[src/rtl/dwc_ddrphy_pmu_acsm_pkg.sv]
// Shared types and constants for the ACSM command RAM read sequencer.
package dwc_ddrphy_pmu_acsm_pkg;

  localparam int ACSM_DATAWID = 72;
  localparam int ACSM_DEPTH   = 1024;

  typedef enum logic [1:0] {
    ST_IDLE  = 2'd0,
    ST_RUN   = 2'd1,
    ST_DRAIN = 2'd2
  } acsm_state_e;

  // Ceiling log2, usable in constant expressions.
  function automatic int acsm_log2(input int n);
    int r;
    r = 0;
    for (int i = 0; i < 31; i++) begin
      if ((32'sd1 <<< i) < n) begin
        r = i + 1;
      end else begin
        r = r;
      end
    end
    return r;
  endfunction

endpackage

[src/rtl/dwc_ddrphy_pmu_acsm_seq_fifo.sv]
// Two-entry FIFO of {last,data} words; flush empties it and overrides push/pop.
module dwc_ddrphy_pmu_acsm_seq_fifo #(
  parameter int WID = 73
) (
  input  logic           clk,
  input  logic           rst_n,
  input  logic           push,
  input  logic           pop,
  input  logic           flush,
  input  logic [WID-1:0] push_data,
  output logic           valid,
  output logic           full,
  output logic [WID-1:0] head_data
);

  logic [WID-1:0] mem_q [2];
  logic [WID-1:0] mem_d [2];
  logic           wr_ptr_q, wr_ptr_d;
  logic           rd_ptr_q, rd_ptr_d;
  logic [1:0]     cnt_q, cnt_d;
  logic           do_push_s, do_pop_s;

  assign valid     = (cnt_q != 2'd0);
  assign full      = (cnt_q == 2'd2);
  assign head_data = mem_q[rd_ptr_q];

  // Next-state for storage, pointers and occupancy.
  always_comb begin
    mem_d     = mem_q;
    wr_ptr_d  = wr_ptr_q;
    rd_ptr_d  = rd_ptr_q;
    cnt_d     = cnt_q;
    do_pop_s  = pop && valid;
    do_push_s = push && (!full || do_pop_s);
    if (flush) begin
      wr_ptr_d = 1'b0;
      rd_ptr_d = 1'b0;
      cnt_d    = 2'd0;
    end else begin
      if (do_push_s) begin
        mem_d[wr_ptr_q] = push_data;
        wr_ptr_d        = ~wr_ptr_q;
      end else begin
        wr_ptr_d = wr_ptr_q;
      end
      if (do_pop_s) begin
        rd_ptr_d = ~rd_ptr_q;
      end else begin
        rd_ptr_d = rd_ptr_q;
      end
      cnt_d = cnt_q + {1'b0, do_push_s} - {1'b0, do_pop_s};
    end
  end

  // FIFO state registers.
  always_ff @(posedge clk or negedge rst_n) begin
    if (!rst_n) begin
      mem_q    <= '{default: '0};
      wr_ptr_q <= 1'b0;
      rd_ptr_q <= 1'b0;
      cnt_q    <= 2'd0;
    end else begin
      mem_q    <= mem_d;
      wr_ptr_q <= wr_ptr_d;
      rd_ptr_q <= rd_ptr_d;
      cnt_q    <= cnt_d;
    end
  end

endmodule

[src/rtl/dwc_ddrphy_pmu_acsm_seq.sv]
// ACSM command RAM read sequencer: host write mux in idle, looped address
// streaming with one-cycle RAM latency absorbed by a 2-entry output FIFO.
module dwc_ddrphy_pmu_acsm_seq
  import dwc_ddrphy_pmu_acsm_pkg::*;
#(
  parameter  int DATAWID = ACSM_DATAWID,
  parameter  int DEPTH   = ACSM_DEPTH,
  parameter  int LOOPWID = 16,
  localparam int AW      = acsm_log2(DEPTH)
) (
  input  logic               DfiClk,
  input  logic               Reset_n,
  input  logic [AW-1:0]      cfg_start_addr,
  input  logic [AW-1:0]      cfg_stop_addr,
  input  logic [LOOPWID-1:0] cfg_loop_cnt,
  input  logic               start,
  input  logic               abort,
  output logic               busy,
  output logic               done,
  output logic               cfg_err,
  input  logic               host_wr,
  input  logic [AW-1:0]      host_addr,
  input  logic [DATAWID-1:0] host_wrdata,
  output logic               host_wr_err,
  output logic [AW-1:0]      ram_addr,
  output logic               ram_ce,
  output logic               ram_wr,
  output logic [DATAWID-1:0] ram_wrdata,
  input  logic [DATAWID-1:0] ram_rddata,
  output logic               cmd_valid,
  input  logic               cmd_ready,
  output logic [DATAWID-1:0] cmd_data,
  output logic               cmd_last
);

  acsm_state_e        state_q, state_d;
  logic [AW-1:0]      rd_ptr_q, rd_ptr_d;
  logic [AW-1:0]      start_q, start_d;
  logic [AW-1:0]      stop_q, stop_d;
  logic [LOOPWID-1:0] loops_q, loops_d;
  logic               inflight_q, inflight_d;
  logic               inflight_last_q, inflight_last_d;
  logic               busy_q, busy_d;
  logic               done_q, done_d;
  logic               cfg_err_q, cfg_err_d;
  logic               host_wr_err_q, host_wr_err_d;

  logic               fifo_valid_s, fifo_full_s, fifo_flush_s;
  logic [DATAWID:0]   fifo_head_s;
  logic [1:0]         occ_s;
  logic [2:0]         room_s;
  logic               pop_s, issue_s, last_issue_s;

  assign pop_s        = fifo_valid_s && cmd_ready;
  assign occ_s        = {fifo_full_s, fifo_valid_s && !fifo_full_s};
  // Words committed to the FIFO after this edge: held + returning - leaving.
  assign room_s       = ({1'b0, occ_s} + {2'b00, inflight_q}) - {2'b00, pop_s};
  assign last_issue_s = (rd_ptr_q == stop_q) && (loops_q == '0);
  assign fifo_flush_s = abort && (state_q != ST_IDLE);

  // RAM pin mux: host write in idle, read issue while running.
  always_comb begin
    ram_ce     = 1'b0;
    ram_wr     = 1'b0;
    ram_addr   = '0;
    ram_wrdata = '0;
    issue_s    = 1'b0;
    if (state_q == ST_IDLE) begin
      if (host_wr) begin
        ram_ce     = 1'b1;
        ram_wr     = 1'b1;
        ram_addr   = host_addr;
        ram_wrdata = host_wrdata;
      end else begin
        ram_ce = 1'b0;
      end
    end else if ((state_q == ST_RUN) && !abort && (room_s < 3'd2)) begin
      issue_s  = 1'b1;
      ram_ce   = 1'b1;
      ram_addr = rd_ptr_q;
    end else begin
      issue_s = 1'b0;
    end
  end

  // Sequencer next-state and registered status pulses.
  always_comb begin
    state_d         = state_q;
    rd_ptr_d        = rd_ptr_q;
    start_d         = start_q;
    stop_d          = stop_q;
    loops_d         = loops_q;
    done_d          = 1'b0;
    cfg_err_d       = 1'b0;
    host_wr_err_d   = host_wr && (state_q != ST_IDLE);
    inflight_d      = issue_s;
    inflight_last_d = issue_s && last_issue_s;
    case (state_q)
      ST_IDLE: begin
        if (start && !abort) begin
          if (cfg_start_addr <= cfg_stop_addr) begin
            rd_ptr_d = cfg_start_addr;
            start_d  = cfg_start_addr;
            stop_d   = cfg_stop_addr;
            loops_d  = cfg_loop_cnt;
            state_d  = ST_RUN;
          end else begin
            cfg_err_d = 1'b1;
          end
        end else begin
          state_d = ST_IDLE;
        end
      end
      ST_RUN: begin
        if (abort) begin
          state_d = ST_IDLE;
        end else if (issue_s) begin
          if (rd_ptr_q != stop_q) begin
            rd_ptr_d = rd_ptr_q + AW'(1);
          end else if (loops_q != '0) begin
            rd_ptr_d = start_q;
            loops_d  = loops_q - LOOPWID'(1);
          end else begin
            state_d = ST_DRAIN;
          end
        end else begin
          state_d = ST_RUN;
        end
      end
      ST_DRAIN: begin
        if (abort) begin
          state_d = ST_IDLE;
        end else if (pop_s && fifo_head_s[DATAWID]) begin
          state_d = ST_IDLE;
          done_d  = 1'b1;
        end else begin
          state_d = ST_DRAIN;
        end
      end
      default: begin
        state_d = ST_IDLE;
      end
    endcase
    busy_d = (state_d != ST_IDLE);
  end

  // Sequencer state registers.
  always_ff @(posedge DfiClk or negedge Reset_n) begin
    if (!Reset_n) begin
      state_q         <= ST_IDLE;
      rd_ptr_q        <= '0;
      start_q         <= '0;
      stop_q          <= '0;
      loops_q         <= '0;
      inflight_q      <= 1'b0;
      inflight_last_q <= 1'b0;
      busy_q          <= 1'b0;
      done_q          <= 1'b0;
      cfg_err_q       <= 1'b0;
      host_wr_err_q   <= 1'b0;
    end else begin
      state_q         <= state_d;
      rd_ptr_q        <= rd_ptr_d;
      start_q         <= start_d;
      stop_q          <= stop_d;
      loops_q         <= loops_d;
      inflight_q      <= inflight_d;
      inflight_last_q <= inflight_last_d;
      busy_q          <= busy_d;
      done_q          <= done_d;
      cfg_err_q       <= cfg_err_d;
      host_wr_err_q   <= host_wr_err_d;
    end
  end

  dwc_ddrphy_pmu_acsm_seq_fifo #(
    .WID (DATAWID + 1)
  ) u_fifo (
    .clk       (DfiClk),
    .rst_n     (Reset_n),
    .push      (inflight_q),
    .pop       (pop_s),
    .flush     (fifo_flush_s),
    .push_data ({inflight_last_q, ram_rddata}),
    .valid     (fifo_valid_s),
    .full      (fifo_full_s),
    .head_data (fifo_head_s)
  );

  assign busy        = busy_q;
  assign done        = done_q;
  assign cfg_err     = cfg_err_q;
  assign host_wr_err = host_wr_err_q;
  assign cmd_valid   = fifo_valid_s;
  assign cmd_data    = fifo_head_s[DATAWID-1:0];
  assign cmd_last    = fifo_head_s[DATAWID];

endmodule

[config.mk]
export PLATFORM = sky130hd
export DESIGN_NAME = dwc_ddrphy_pmu_acsm_seq
export DESIGN_NICKNAME = d
export VERILOG_FILES = /design/src/rtl/dwc_ddrphy_pmu_acsm_pkg.sv /design/src/rtl/dwc_ddrphy_pmu_acsm_seq_fifo.sv /design/src/rtl/dwc_ddrphy_pmu_acsm_seq.sv
export SDC_FILE = /design/constraint.sdc
export NUM_CORES = 1
export LEC_CHECK = 0
export BUFFER_PORTS_ARGS = -buffer_cell sky130_fd_sc_hd__buf_2
export CAP_MARGIN = 20
export CORE_UTILIZATION = 50
export DETAILED_ROUTE_END_ITERATION = 16
export PLACE_DENSITY = 0.87
export SLEW_MARGIN = 0
export SYNTH_ARGS = -nofsm -noshare
export SYNTH_HDL_FRONTEND = slang
export SYNTH_SLANG_ARGS = --single-unit
[constraint.sdc]
create_clock -name DfiClk -period 6.5 [get_ports DfiClk]
set_clock_uncertainty 0.2 [all_clocks]
set_input_delay 0 -clock DfiClk [delete_from_list [all_inputs] [get_ports DfiClk]]
set_output_delay 0 -clock DfiClk [all_outputs]
set_load 0.02 [all_outputs]
**Word-level counts from Yosys, hierarchy flattened**

Cells that the tools add are included.
Widths: inputs -> output; s select.

- Reduce and logical (&&, ||, !) cells: 29
- Equality and inequality tests: 12
- Mux-type cells: 50
- Add/sub/neg operators: 6
- Magnitude comparators: 5
- Bitwise operators: 5

Operators by type and width:

| operator | number |
|---|---|
| $mux 73 | 4 |
| $bwmux 146 | 1 |
| $mux 72 | 2 |
| $mux 16 | 6 |
| $mux 10 | 9 |
| $demux 73 s1 | 1 |
| $pmux 16 s2 | 1 |
| $pmux 10 s2 | 1 |
| $mux 2 | 9 |
| $logic_not 16->1 | 1 |
| $reduce_bool 16->1 | 1 |
| $sub 16x1->16 const B | 1 |
| $mux 1 | 15 |
| $logic_and 1x1->1 | 13 |
| $reduce_bool 2->1 | 6 |
| $add 10x1->10 const B | 1 |
| $eq 10x10->1 | 1 |
| $le 10x10->1 | 1 |
| $ne 10x10->1 | 1 |
| $reduce_and 7->1 | 1 |
| $ne 2x1->1 const B | 3 |
| $ne 2x2->1 const B | 3 |
| $pmux 2 s3 | 1 |
| $reduce_and 6->1 | 1 |
| other kinds (17) | 23 |

- Input bits: 196
- Logic and storage cells: 123
- Register bits: 204
- Output and inout bits: 162

**Longest topological paths before layout**

- Depth in word-level cells: 13
- Gate-level depth with buffers: 13
- Mapped depth without buffers: 11

**Modules after synthesis**

A second synthesis with hierarchy kept.

- Cell total of the unflattened synthesis: 879
- Area, all modules: 10892.9 um^2

Modules (own cells, without submodules):

| module | instances | cells each | area each (um^2) | seq. area each (um^2) |
|---|---|---|---|---|
| dwc_ddrphy_pmu_acsm_seq_fifo | 1 | 413 | 6865.3 | 3753.6 |
| dwc_ddrphy_pmu_acsm_seq | 1 | 466 | 4027.6 | 1351.3 |

**Worst setup path before layout**

OpenSTA, ideal clock, no wires.

- Path type: register -> register
- Start: register u_fifo.cnt_q[1]
- End: register rd_ptr_q[0]
- Arrival: 3.163 ns
- Library setup time: 0.125 ns
- Required time: 6.175 ns
- Path slack: 3.012 ns
- Buffers on the path: 1
- Stages on the path, launching flop included: 13
- Period minus slack after synthesis: 3.488 ns
- Path through: dfrtp_1 -> or2_2 -> and2_0 -> ha_1 -> nor2b_1 -> ha_1 -> inv_1 -> a31oi_1 -> or3_1 -> a31oi_1 -> a21boi_1 -> buf_6 -> mux2_4

- Elaborated cells between the ends (all ways): 13
- Those cells by class: 2 x add/sub; 1 x order compare; 2 x eq/ne; 2 x mux; 6 x reduce/logical

RTL lines:

| item | RTL line | RTL |
|---|---|---|
| start, declared | dwc_ddrphy_pmu_acsm_seq_fifo.sv:20 | `logic [1:0] cnt_q, cnt_d;` |
| start signal, assigned | dwc_ddrphy_pmu_acsm_seq_fifo.sv:66 | `cnt_q <= cnt_d;` |
| $reduce_bool 2->1 (*) | dwc_ddrphy_pmu_acsm_seq_fifo.sv:23 | `assign valid = (cnt_q != 2'd0);` |
| net cmd_valid | dwc_ddrphy_pmu_acsm_seq.sv:30 | `output logic cmd_valid,` |
| $logic_and 1x1->1 | dwc_ddrphy_pmu_acsm_seq.sv:55 | `assign occ_s = {fifo_full_s, fifo_valid_s && !fifo_full_s};` |
| $add 2x1->3 | dwc_ddrphy_pmu_acsm_seq.sv:57 | `assign room_s = ({1'b0, occ_s} + {2'b00, inflight_q}) - {2'b00, pop_s};` |
| $sub 3x1->3 (*) | dwc_ddrphy_pmu_acsm_seq.sv:57 |  |
| $lt 3x2->1 (*) | dwc_ddrphy_pmu_acsm_seq.sv:77 | `end else if ((state_q == ST_RUN) && !abort && (room_s < 3'd2)) begin` |
| $logic_and 1x1->1 (*) | dwc_ddrphy_pmu_acsm_seq.sv:77 |  |
| $mux 1 (*) | dwc_ddrphy_pmu_acsm_seq.sv:77 |  |
| $mux 1 (*) | dwc_ddrphy_pmu_acsm_seq.sv:68 | `if (state_q == ST_IDLE) begin` |
| $ne 2x2->1 (no line) (*) | - |  |
| $reduce_and 6->1 (no line) (*) | - |  |
| end signal, assigned | dwc_ddrphy_pmu_acsm_seq.sv:163 | `rd_ptr_q <= rd_ptr_d;` |
| end, declared | dwc_ddrphy_pmu_acsm_seq.sv:37 | `logic [AW-1:0] rd_ptr_q, rd_ptr_d;` |

The timed path passes the listed nets; every way through them passes the cells marked *.
A chain may end at the register's enable or synchronous reset.

**Worst setup path after layout**

- Start: register u_fifo.cnt_q[1]
- End: register rd_ptr_q[9]

- Word-level cells in the longest chain between the ends: 11
- Elaborated cells between the ends (all ways): 13
- Those cells by class: 2 x add/sub; 1 x order compare; 2 x eq/ne; 2 x mux; 6 x reduce/logical

RTL lines:

| item | RTL line | RTL |
|---|---|---|
| $eq 2x2->1 | dwc_ddrphy_pmu_acsm_seq_fifo.sv:24 | `assign full = (cnt_q == 2'd2);` |
| $logic_not 1->1 | dwc_ddrphy_pmu_acsm_seq.sv:55 |  |
| $logic_and 1x1->1 | dwc_ddrphy_pmu_acsm_seq.sv:55 |  |
| $add 2x1->3 | dwc_ddrphy_pmu_acsm_seq.sv:57 |  |
| $sub 3x1->3 (*) | dwc_ddrphy_pmu_acsm_seq.sv:57 |  |
| $lt 3x2->1 (*) | dwc_ddrphy_pmu_acsm_seq.sv:77 |  |
| $logic_and 1x1->1 (*) | dwc_ddrphy_pmu_acsm_seq.sv:77 |  |
| $mux 1 (*) | dwc_ddrphy_pmu_acsm_seq.sv:77 |  |
| $mux 1 (*) | dwc_ddrphy_pmu_acsm_seq.sv:68 |  |
| $ne 2x2->1 (no line) (*) | - |  |
| $reduce_and 6->1 (no line) (*) | - |  |

Every way passes the cells marked *; elsewhere a longest branch is shown, timed or not.

==> qor_table.md <==
| Step | Parameter | Value |
|:---|:---|:---|
| clock network | # clock sinks | 204 |
| floorplan | I/O Pins | 358 |
| critical path | Master of the slowest instance on the critical path | sky130_fd_sc_hd__dfrtp_1 |
| critical path | Sum of buffers and inverters on the critical path | 3 |
| placement | Placement-stage cell area | 12,400 um2 |
| yosys | Synth top area cells | sky130_fd_sc_hd__dfrtp_1, sky130_fd_sc_hd__mux2_2, sky130_fd_sc_hd__and3_1 |
| floorplan | Die Y-Extent | 146 um |
| sta | Hold Violations, Final | 0 |
| yosys | Post-synthesis instance total | 851 |
| critical path | Arrival time reported for the critical path endpoint | 3.80 ns |
| critical path | Data required time at the worst endpoint | 6.69 ns |
| finish | Cell area after layout | 14,300 um2 |
| routing | Detailed-route via count | 8,825 |
| yosys | Cell accounting for the most synthesized area | sky130_fd_sc_hd__dfrtp_1 |
| power | PD cells | 431 nW/um2 |
| routing | Iter 0 DRT Violations | 350 |
| yosys | Mapped cell area | 10,400 um2 |
| clock network | Clk root buf | sky130_fd_sc_hd__clkbuf_16 |
| worst hold path | Class of the tightest hold or removal check | in2reg |
| sta | RSZ-0062 raised after global routing | false |
| placement | Cells after DPL | 1,428 |
| floorplan | Initial core utilization | 0.512 |
| yosys | Syn avg cell area | 12.2 um2 |
| grt | Global-route wire length before repair | 52.0 mm |
| yosys | Largest family of logic cells by synthesized area | multiplexers |
| floorplan | Die footprint | 21,300 um2 |
| yosys | Simple-gate area share of the yosys netlist | 0.101 |
| routing | DRC viols | 0 |
| grt | Remaining Overflow, GRT | 0 |
| yosys | Top-area cell type share of the netlist area | 0.492 |
| floorplan | Site Rows | 52 |
| routing | Routed len/inst | 21.4 um |
| yosys | Number of flops mapped to enable cells by yosys | 0 |
| floorplan | Width of the die | 146 um |
| clock network | Bufs on Longest Clock Path | 3 |
| clock network | Post-cts sizing count | 0 |
| clock network | Clock insertion delay at the later pin of the skew report | 0.50 ns |
| grt | Number of global-route vias before repair | 9,363 |
| clock network | Number of buffers inserted during clock tree synthesis | 22 |
| grt | Global router's overall resource usage | 0.313 |
| critical path | Kind of capture point of the worst setup path | register |
| finish | Count of nets after finishing | 1,510 |
| yosys | Portion of the post-synthesis area used by sequential elements | 0.492 |
| yosys | Ys async rst share | 1.00 |
| yosys | Post-synthesis xor/xnor area fraction | 0.0194 |
| sta | Count of final max-slew check failures | 0 |
| placement | Placer's final routability congestion estimate | 1.05 |
| grt | Number of antenna violations at the first check in global routing | 7 |
| critical path | Series of cell instances along the critical path | or2_2 > and2_0 > ha_1 > nor2b_1 > ha_1 > inv_1 > a31oi_1 > or3_1 > a31oi_1 > buf_4 > a21boi_1 > buf_4 > mux2_4 |
| clock network | CTS tree | yes |
| finish | Post-layout instance count excluding filler cells | 1,590 |
| sta | Period minus WS final | 3.61 ns |
| yosys | Distinct cell type count of the synthesized netlist | 52 |
| sta | Achievable clock frequency | 277 MHz |
| placement | Detailed-placement wirelength estimate | 22.0 mm |
| run status | Run status | completed |
| routing | Detailed-routing iteration count for the pre-antenna-repair pass | 5 |
| finish | Synth-to-Final Area Change | 37.7% |
| routing | Total Wirelength | 34.1 mm |
| finish | Final core area utilization | 0.705 |
| critical path | Class of the most critical setup path | reg2reg |
| critical path | Longest individual stage delay on the worst path | 0.41 ns |
| sta | Max-slew headroom | 0.279 |
| finish | Share of layout cells above drive strength 1 | 0.508 |
| sta | Final worst hold slack | 0.0811 ns |
| floorplan | Placeable Area | 20,300 um2 |
| sta | Total negative slack | 0 ns |
| sta | Slew at the pin with the worst max-slew slack | 1.08 ns |
| power | Max IR drop VDD | 0.197 mV |
| critical path | Nature of the critical path startpoint | register |
| sta | Share of the clock period used by the worst path | 0.555 |
| yosys | Synthesized-area fraction occupied by ao, oa, aoi and oai cells | 0.0536 |
| routing | Vias/cell | 5.55 |
| yosys | Synthesis Warnings | 0 |
| sta | Count of endpoints failing setup in the final report | 0 |
| yosys | Register bit count reported by yosys | 204 |
| flow run | Max-cap violation count | 0 |
| critical path | Crit path max fanout | 18 |
| yosys | Adder-cell share of the synthesized area | 0.0193 |
| routing | DRT antenna net count | 0 |
| placement | # port buffers | 357 |
| clock network | H-Tree Level Count | 1 |
| critical path | Delay-heaviest family, CP | simple AND/OR/NAND/NOR gates |
| yosys | Post-Syn Nets | 1,063 |
| yosys | Dominant register cell in the synthesized netlist | sky130_fd_sc_hd__dfrtp_1 |
| power | Total leakage power | 0.00731 uW |
| yosys | Proportion of synthesized area in mux cells | 0.283 |
| clock network | Clock slew seen by the registers of the worst setup and hold paths | 0.06 ns |
| grt | Pin count of the biggest net entering global routing | 130 |
-- layout make-up --
class / instances / area [um2]
clock inverters: 9 / 100
diodes: 7 / 17.5
well taps: 270 / 338
clock buffers: 30 / 632
fillers: 1389 / 6000
multi-input cells: 566 / 4970
flip-flops and latches: 204 / 5110
repair buffers: 484 / 3060
inverters: 20 / 75.1
-- worst register-to-register path, cell delays in order, from the launching register on --
cell and delay, ns:
sky130_fd_sc_hd__dfrtp_1 0.41, sky130_fd_sc_hd__or2_2 0.32, sky130_fd_sc_hd__and2_0 0.25, sky130_fd_sc_hd__ha_1 0.33, sky130_fd_sc_hd__nor2b_1 0.11, sky130_fd_sc_hd__ha_1 0.23, sky130_fd_sc_hd__inv_1 0.07, sky130_fd_sc_hd__a31oi_1 0.07
sky130_fd_sc_hd__or3_1 0.31, sky130_fd_sc_hd__a31oi_1 0.15, sky130_fd_sc_hd__buf_4 0.24, sky130_fd_sc_hd__a21boi_1 0.20, sky130_fd_sc_hd__buf_4 0.26, sky130_fd_sc_hd__mux2_4 0.33
-- sequential cells by signal, summed over array words and instances (netlist names) --
signal	flops
u_fifo.cnt_q	2
cfg_err	1
start_q	10
stop_q	10
u_fifo.wr_ptr_q	1
loops_q	16
busy	1
u_fifo.mem_q	146
rd_ptr_q	10
host_wr_err	1
done	1
u_fifo.rd_ptr_q	1
state_q	2
inflight_q	1
inflight_last_q	1
-- placed cells by master (no fill, tap or decap), types with 4 or more instances in the layout --
| master | n |
|---|---|
| sky130_fd_sc_hd__buf_2 | 356 |
| sky130_fd_sc_hd__mux2_2 | 239 |
| sky130_fd_sc_hd__dfrtp_1 | 203 |
| sky130_fd_sc_hd__dlygate4sd3_1 | 115 |
| sky130_fd_sc_hd__and3_1 | 73 |
| sky130_fd_sc_hd__nand2_1 | 30 |
| sky130_fd_sc_hd__o21ai_0 | 26 |
| sky130_fd_sc_hd__clkbuf_16 | 23 |
| sky130_fd_sc_hd__inv_1 | 20 |
| sky130_fd_sc_hd__ha_1 | 16 |
| sky130_fd_sc_hd__a21oi_1 | 14 |
| sky130_fd_sc_hd__a31oi_1 | 14 |
| sky130_fd_sc_hd__a22o_1 | 14 |
| sky130_fd_sc_hd__xor2_1 | 12 |
| sky130_fd_sc_hd__nor2_1 | 12 |
| sky130_fd_sc_hd__nand3_1 | 12 |
| sky130_fd_sc_hd__xnor2_1 | 11 |
| sky130_fd_sc_hd__buf_4 | 11 |
| sky130_fd_sc_hd__mux2i_1 | 10 |
| sky130_fd_sc_hd__mux2_4 | 10 |
| sky130_fd_sc_hd__diode_2 | 7 |
| sky130_fd_sc_hd__nor2b_1 | 7 |
| sky130_fd_sc_hd__or3_1 | 7 |
| sky130_fd_sc_hd__nand2b_1 | 5 |
| sky130_fd_sc_hd__nand4_1 | 5 |
| sky130_fd_sc_hd__clkinv_2 | 5 |
| sky130_fd_sc_hd__nor3_1 | 4 |
| sky130_fd_sc_hd__a21o_1 | 4 |
| sky130_fd_sc_hd__o22ai_1 | 4 |
| sky130_fd_sc_hd__clkbuf_1 | 4 |
| sky130_fd_sc_hd__clkbuf_8 | 4 |
-- worst paths after layout --
path | from | end | slack, ns | depth (start not counted)
setup / recovery | u_fifo.cnt_q[1] | rd_ptr_q[9] | 2.89 | 13
hold / removal | ram_rddata[56] | u_fifo.mem_q[56] | 0.08 | 3
setup reg to reg | u_fifo.cnt_q[1] | rd_ptr_q[9] | 2.89 | 13
hold reg to reg | u_fifo.mem_q[58] | u_fifo.mem_q[58] | 0.30 | 1
max in group asynchronous | Reset_n | u_fifo.rd_ptr_q | 3.90 | 5
min in group asynchronous | Reset_n | u_fifo.mem_q[9] | 0.37 | 3
-- per-layer routing --
layer  up-vias  global-route usage  wire (um)
met5         -                   0          0
met4         0               0.213       2570
met3       127              0.0638       2380
met2       432               0.538      16600
met1      4293               0.354      12500
li1       3973                   -          -
-- synthesized netlist by cell type (13+ instances only) --
library cell and n:
sky130_fd_sc_hd__mux2_2 239, sky130_fd_sc_hd__ha_1 16, sky130_fd_sc_hd__a22o_1 14, sky130_fd_sc_hd__nand2_1 31, sky130_fd_sc_hd__clkbuf_1 54, sky130_fd_sc_hd__inv_1 20
sky130_fd_sc_hd__nor2_1 13, sky130_fd_sc_hd__a21oi_1 14, sky130_fd_sc_hd__o21ai_0 26, sky130_fd_sc_hd__and3_1 73, sky130_fd_sc_hd__dfrtp_1 204, sky130_fd_sc_hd__a31oi_1 14
-- power breakdown --
group	total, uW	leakage (uW)	switching (uW)	internal (uW)
Clock	1280	0.000358	516	760
Sequential	2330	0.00252	495	1830
Combinational	2560	0.00444	1290	1270
-- repair_timing --
item | CTS | global route
hold buffers | 114 | 1
buffers inserted | 0 | 0
hold endpoints to repair | 330 | 50
-- logic make-up (layout without fill, tap and decap cells) --
family,count (synthesis),after routing
muxes,259,259
DFF,204,204
and+or+nand+nor,181,181
AOI/OAI and AO/OA,87,87
buffers and inverters,81,543
xor gates and xnor gates,23,23
adders and majority gates,16,16
other,0,7
-- per-stage QoR --
stage	setup slack, ns	total power, uW
after global placement	2.96	4610
final	2.89	6160
after CTS	2.88	6080
after global routing	2.66	6460
after detailed placement	2.90	4730
after floorplan	3.01	3940
Power figures use the tool's default switching activity.
